$ cat src/rtl/ewrapper_io_rx_deser.sv
// ewrapper_io_rx_deser
//   Receive-side deserializer for the slow-path LVDS link. Lanes 0-7 carry data
//   and lane 8 carries the frame pattern. Each fast clock the IDDR delivers two
//   bits per lane (even slot first, then odd). The block finds the frame lane's
//   rising edge after a long enough zero run. It then assembles 8 bits per lane,
//   MSB first, into one 72-bit word every 4 cycles, and checks the frame byte.
//
// Ports
//   CLK_IN              fast clock (IDDR clock)
//   IO_RESET_N          asynchronous active-low reset
//   DATA_EVEN_IN[8:0]   per-lane bit received first this cycle (lane 8 = frame)
//   DATA_ODD_IN[8:0]    per-lane bit received second this cycle
//   DATA_OUT_TO_DEVICE  lane k byte at [8k+7:8k], bit 8k+7 received earliest
//   DATA_VALID          one-cycle strobe, new word on DATA_OUT_TO_DEVICE
//   RX_LOCKED           high while locked to a frame
//   BIT_OFFSET          0: words start on even slot, 1: on odd slot
//   ALIGN_ERR           one-cycle strobe, frame byte neither 0xFF nor 0x00
//   ERR_CNT             saturating count of ALIGN_ERR strobes
module ewrapper_io_rx_deser #(
  parameter int IDLE_MIN  = 8,
  parameter int ERR_CNT_W = 8
) (
  input  logic                 CLK_IN,
  input  logic                 IO_RESET_N,
  input  logic [8:0]           DATA_EVEN_IN,
  input  logic [8:0]           DATA_ODD_IN,
  output logic [71:0]          DATA_OUT_TO_DEVICE,
  output logic                 DATA_VALID,
  output logic                 RX_LOCKED,
  output logic                 BIT_OFFSET,
  output logic                 ALIGN_ERR,
  output logic [ERR_CNT_W-1:0] ERR_CNT
);

  localparam int         NLANES     = 9;
  localparam logic [3:0] IDLE_MIN_L = 4'(IDLE_MIN);
  // After an end-of-frame byte the trailing zeros count as a full idle run,
  // so back-to-back frames can lock again immediately.
  localparam logic [3:0] EOF_ZRUN   = 4'd8;

  typedef enum logic {ST_HUNT = 1'b0, ST_LOCKED = 1'b1} state_t;

  state_t               state_q, state_d;
  logic [1:0]           phase_q, phase_d;
  logic [3:0]           zrun_q, zrun_d;
  logic [3:0]           zrun_even, zrun_odd;
  logic                 offset_q, offset_d;
  // Only 7 bits of past history plus the current pair are ever needed to
  // cover a word window at either bit offset.
  logic [NLANES-1:0][6:0] hist_q;
  logic [NLANES-1:0][8:0] hist_d;
  logic [71:0]          word;
  logic [71:0]          data_q;
  logic                 valid_q, err_q;
  logic [ERR_CNT_W-1:0] err_cnt_q;
  logic                 edge_even, edge_odd, complete, eof, emit, bad;
  logic                 rx_locked;

  // Per-lane history and word window. At offset 1 the current odd bit already
  // belongs to the next word, so the window sits one bit further back.
  genvar gi;
  generate
    for (gi = 0; gi < NLANES; gi++) begin : g_lane
      assign hist_d[gi]      = {hist_q[gi], DATA_EVEN_IN[gi], DATA_ODD_IN[gi]};
      assign word[8*gi +: 8] = offset_q ? hist_d[gi][8:1] : hist_d[gi][7:0];
    end
  endgenerate

  function automatic logic [3:0] sat_inc(input logic [3:0] v);
    return (v == 4'hF) ? v : v + 4'd1;
  endfunction

  // Zero-run after the even bit and after the odd bit, in arrival order.
  assign zrun_even = DATA_EVEN_IN[8] ? 4'd0 : sat_inc(zrun_q);
  assign zrun_odd  = DATA_ODD_IN[8]  ? 4'd0 : sat_inc(zrun_even);

  // Even slot is checked first, so it wins when both slots could qualify.
  assign edge_even = (state_q == ST_HUNT) && DATA_EVEN_IN[8] && (zrun_q >= IDLE_MIN_L);
  assign edge_odd  = (state_q == ST_HUNT) && !DATA_EVEN_IN[8] && DATA_ODD_IN[8] &&
                     (zrun_even >= IDLE_MIN_L);

  // Offset 0 words end on the odd slot at phase 3; offset 1 words end on the
  // even slot one cycle later, which wraps to phase 0.
  assign complete = (state_q == ST_LOCKED) &&
                    (offset_q ? (phase_q == 2'd0) : (phase_q == 2'd3));
  assign eof      = complete && (word[71:64] == 8'h00);
  assign emit     = complete && !eof;
  assign bad      = emit && (word[71:64] != 8'hFF);

  // FSM: state register
  always_ff @(posedge CLK_IN or negedge IO_RESET_N) begin
    if (!IO_RESET_N) state_q <= ST_HUNT;
    else             state_q <= state_d;
  end

  // FSM: next state
  always_comb begin
    state_d = state_q;
    case (state_q)
      ST_HUNT:   if (edge_even || edge_odd) state_d = ST_LOCKED;
      ST_LOCKED: if (eof)                   state_d = ST_HUNT;
    endcase
  end

  // FSM: outputs
  always_comb begin
    rx_locked = (state_q == ST_LOCKED);
  end

  // Phase, offset and zero-run next state
  always_comb begin
    phase_d  = 2'd0;
    offset_d = offset_q;
    zrun_d   = zrun_odd;
    if (state_q == ST_HUNT) begin
      if (edge_even || edge_odd) begin
        phase_d  = 2'd1;
        offset_d = edge_odd;
      end
    end else begin
      phase_d = phase_q + 2'd1;
      if (eof) zrun_d = EOF_ZRUN;
    end
  end

  always_ff @(posedge CLK_IN or negedge IO_RESET_N) begin
    if (!IO_RESET_N) begin
      phase_q   <= 2'd0;
      zrun_q    <= 4'd0;
      offset_q  <= 1'b0;
      hist_q    <= '0;
      data_q    <= '0;
      valid_q   <= 1'b0;
      err_q     <= 1'b0;
      err_cnt_q <= '0;
    end else begin
      phase_q  <= phase_d;
      zrun_q   <= zrun_d;
      offset_q <= offset_d;
      for (int i = 0; i < NLANES; i++) hist_q[i] <= hist_d[i][6:0];
      if (emit) data_q <= word;
      valid_q <= emit;
      err_q   <= bad;
      if (bad && !(&err_cnt_q)) err_cnt_q <= err_cnt_q + {{(ERR_CNT_W-1){1'b0}}, 1'b1};
    end
  end

  assign DATA_OUT_TO_DEVICE = data_q;
  assign DATA_VALID         = valid_q;
  assign RX_LOCKED          = rx_locked;
  assign BIT_OFFSET         = offset_q;
  assign ALIGN_ERR          = err_q;
  assign ERR_CNT            = err_cnt_q;

endmodule

$ cat config.mk
export PLATFORM = sky130hd
export DESIGN_NAME = ewrapper_io_rx_deser
export DESIGN_NICKNAME = d
export VERILOG_FILES = /design/src/rtl/ewrapper_io_rx_deser.sv
export SDC_FILE = /design/constraint.sdc
export NUM_CORES = 1
export LEC_CHECK = 0
export CORE_MARGIN = 2
export CORE_UTILIZATION = 25
export CTS_BUF_LIST = sky130_fd_sc_hd__clkbuf_4
export DETAILED_ROUTE_END_ITERATION = 6
export GPL_ROUTABILITY_DRIVEN = 0
export PLACE_DENSITY = 0.46
export SYNTH_ARGS = -nofsm -noshare
export SYNTH_HDL_FRONTEND = slang
export SYNTH_SLANG_ARGS = --single-unit
$ cat constraint.sdc
create_clock -name CLK_IN -period 5.2 [get_ports CLK_IN]
set_input_delay 0.78 -clock CLK_IN [delete_from_list [all_inputs] [get_ports CLK_IN]]
set_output_delay 0.78 -clock CLK_IN [all_outputs]
set_load 0.05 [all_outputs]
==> impl_metrics.toml <==
[floorplanning]
row_count = 57
core_mm2 = 0.0241
start_util_pct = 25.2
io_pins = 104
dieArea_mm2 = 0.0256
die_h_um = 160
dieWidth_um = 160

[place]
io_buffers = 103
dp_slack_ns = 1.70
place_area_mm2 = 0.00742
hpwl_um = 8800

[clock_tree]
post_cts_buffers = 0
cts_tree = "done"
root_buffer = "clkbuf_4"
cts_buffer_depth = 2
clk_latency_ns = 0.55
htreeDepth = 4
hold_buffers = 0
clock_sinks = 153
numCtsBuffers = 17
path_clk_slew_ns = 0.13
cts-resized-gates = 0

[drt]
highest_layer = "met4"
wl_met2_um = 6540
vias = 4237
drt-met1-wl_um = 6670
ant_nets = 0
via_per_inst = 4.57
drcViolationCount = 0
drtPass1Iterations = 4
drt_wl_total_um = 14300
drtIter0Drc = 316
wl_per_cell_um = 15.4
wl_met3_um = 900

[sta]
timing.fmax_mhz = 333
setup_viol_count_final = 0
layout_min_cycle_time_ns = 3.00
tns_ns = 0
hold_violations = 0
tightest_slew_ns = 0.906
period_share_pct = 57.7
worst_slack_ns = 2.20
skew_ns = 0.0294
drv_slew = 0
maxSlewHeadroom_pct = 39.6
rsz0062_at_grt = "no"

[synth]
ys_async_sr_fraction_pct = 100
syn_avg_cell_area_um2 = 12.2
ys_warn_count = 0
synth.area.top_cells = "dfrtp_1 63%, mux2i_1 12%, o21ai_0 6.3%"
netlist_area_mm2 = 0.00608
synth_fp_nets = 527
synthFlopType = "dfrtp_1"
yosys.area.top_type = "dfrtp_1"
ys_seq_area_share_pct = 63.0
ys_ff_latch = 153
synth_cells = 500
synth_edf_count = 0
synth.distinct_cells = 42
netlist.area_leader.share_pct = 63.0

[worst_setup_path]
critPathTopFamily = "buffers and inverters"
end_kind = "primary output"
slowest_stage = "clkdlybuf4s50_1"
crit_buf_inv = 1
cp.required_ns = 4.42
path_class = "reg2out"
path_cells = "clkdlybuf4s50_1"
startpoint_type = "flip-flop"
cp.arrival_ns = 2.22
max_stage_delay_ns = 0.91
crit_fanout = 29

[layout]
final_cell_area_mm2 = 0.00772
layout-drive-gt1-share_pct = 7.96
area_growth_pct = 26.9
num_antenna_cells = 0
final_nets = 618

[global_routing]
grt_pass1_vias = 4480
grt_use_total_pct = 11.6
grt_max_degree = 95
antenna_found_initial = 0
grt_pass1_wl_um = 23800
gr-total-overflow = 0

[power]
swShare_pct = 46.8
p_leak_nw = 3.14
p_int_mw = 2.70
ir_worst_vdd_uv = 326
seq_power_share_pct = 35.2
switchingPower_mw = 2.38
comb_power_share_pct = 49.5
power.clock.fraction_pct = 15.3
powerDensity_mw_per_mm2 = 659

[worst_hold_path]
hold_class = "in2async"

[status]
status = "completed"

[run]
drv_cap = 0
registers in the layout (all words and copies together) (netlist names):
| signal | count |
|---|---|
| DATA_OUT_TO_DEVICE | 72 |
| hist_d | 63 |
| ERR_CNT | 8 |
| zrun_q | 4 |
| phase_q | 2 |
| ALIGN_ERR | 1 |
| BIT_OFFSET | 1 |
| DATA_VALID | 1 |
| RX_LOCKED | 1 |
cells in the final DEF, fill, tap and decap left out, types with 7 or more instances in the layout:
cell type / count
o21ai_0: 76
mux2i_1: 73
dfrtp_1: 152
o21ai_1: 72
inv_1: 8
nand3_1: 7
clkdlybuf4s50_1: 102
ha_1: 7
nand2_1: 7
clkbuf_4: 19
synth_stat cells, types with 2 or more instances:
cell type,instances
nor4b_2,2
buf_2,10
nor2_1,6
a21oi_1,3
mux2i_1,73
and3_1,2
nor3_1,6
o21ai_0,76
inv_1,8
nor4_1,3
o21ai_1,72
ha_1,7
nand3_1,7
nor4b_1,2
mux2_1,3
xor2_1,5
a31oi_1,4
buf_1,6
nor3_2,2
nand4_1,3
clkbuf_1,19
dfrtp_1,153
nand2_1,8
nor2b_1,2
area by class of cell:
| type | count | area (um2) |
|---|---|---|
| Fill cell | 2501 | 16400 |
| Sequential cell | 153 | 3830 |
| Multi-Input combinational cell | 302 | 2070 |
| Timing Repair Buffer | 108 | 1080 |
| Tap cell | 324 | 405 |
| Clock inverter | 12 | 151 |
| Clock buffer | 19 | 143 |
| Inverter | 9 | 33.8 |
cells by family after synthesis:
family / Yosys count / share of synthesized area (%)
DFF: 153 / 62.9
buffers and inverters: 45 / 3.11
adders and majority gates: 7 / 1.44
and+or+nand+nor: 49 / 4.88
xor gates and xnor gates: 5 / 0.720
muxes: 77 / 12.8
AOI/OAI and AO/OA: 164 / 14.2
power groups by stage:
stage	Clock, mW	Combinational, mW	Sequential, mW
floorplan	0	0.658	2.81
global placement	0	2.52	1.82
detailed placement	0	2.54	1.83
CTS	0.804	2.54	1.80
global route	0.858	2.68	1.85
finish	0.777	2.52	1.79
path summary, 6_finish.rpt:
check	from	endpoint	slack (ns)	cells after the start
setup / recovery	BIT_OFFSET	BIT_OFFSET	2.20	1
hold / removal	IO_RESET_N	DATA_OUT_TO_DEVICE[11]	0.19	1
setup reg to reg	BIT_OFFSET	DATA_OUT_TO_DEVICE[27]	2.42	5
hold reg to reg	hist_d[40]	hist_d[42]	0.40	0
max in group asynchronous	IO_RESET_N	hist_d[32]	4.09	2
min in group CLK_IN	hist_d[40]	hist_d[42]	0.40	0
routing by layer:
metal,global-route usage (%),vias up
met2,18.0,119
li1,-,1977
met1,15.5,2124
met5,0,-
met3,3.79,17
met4,3.40,0
stage by stage:
stage	total power, mW	hold WS [ns]	instances	utilization, %
finish	5.09	0.189	927	32.0
CTS	5.15	0.165	927	32.0
floorplan	3.47	0.373	500	-
detailed placement	4.37	0.388	896	30.8
global route	5.39	0.178	927	32.0
global placement	4.33	0.383	896	30.8
No activity file was read; power rests on OpenSTA's default activity.
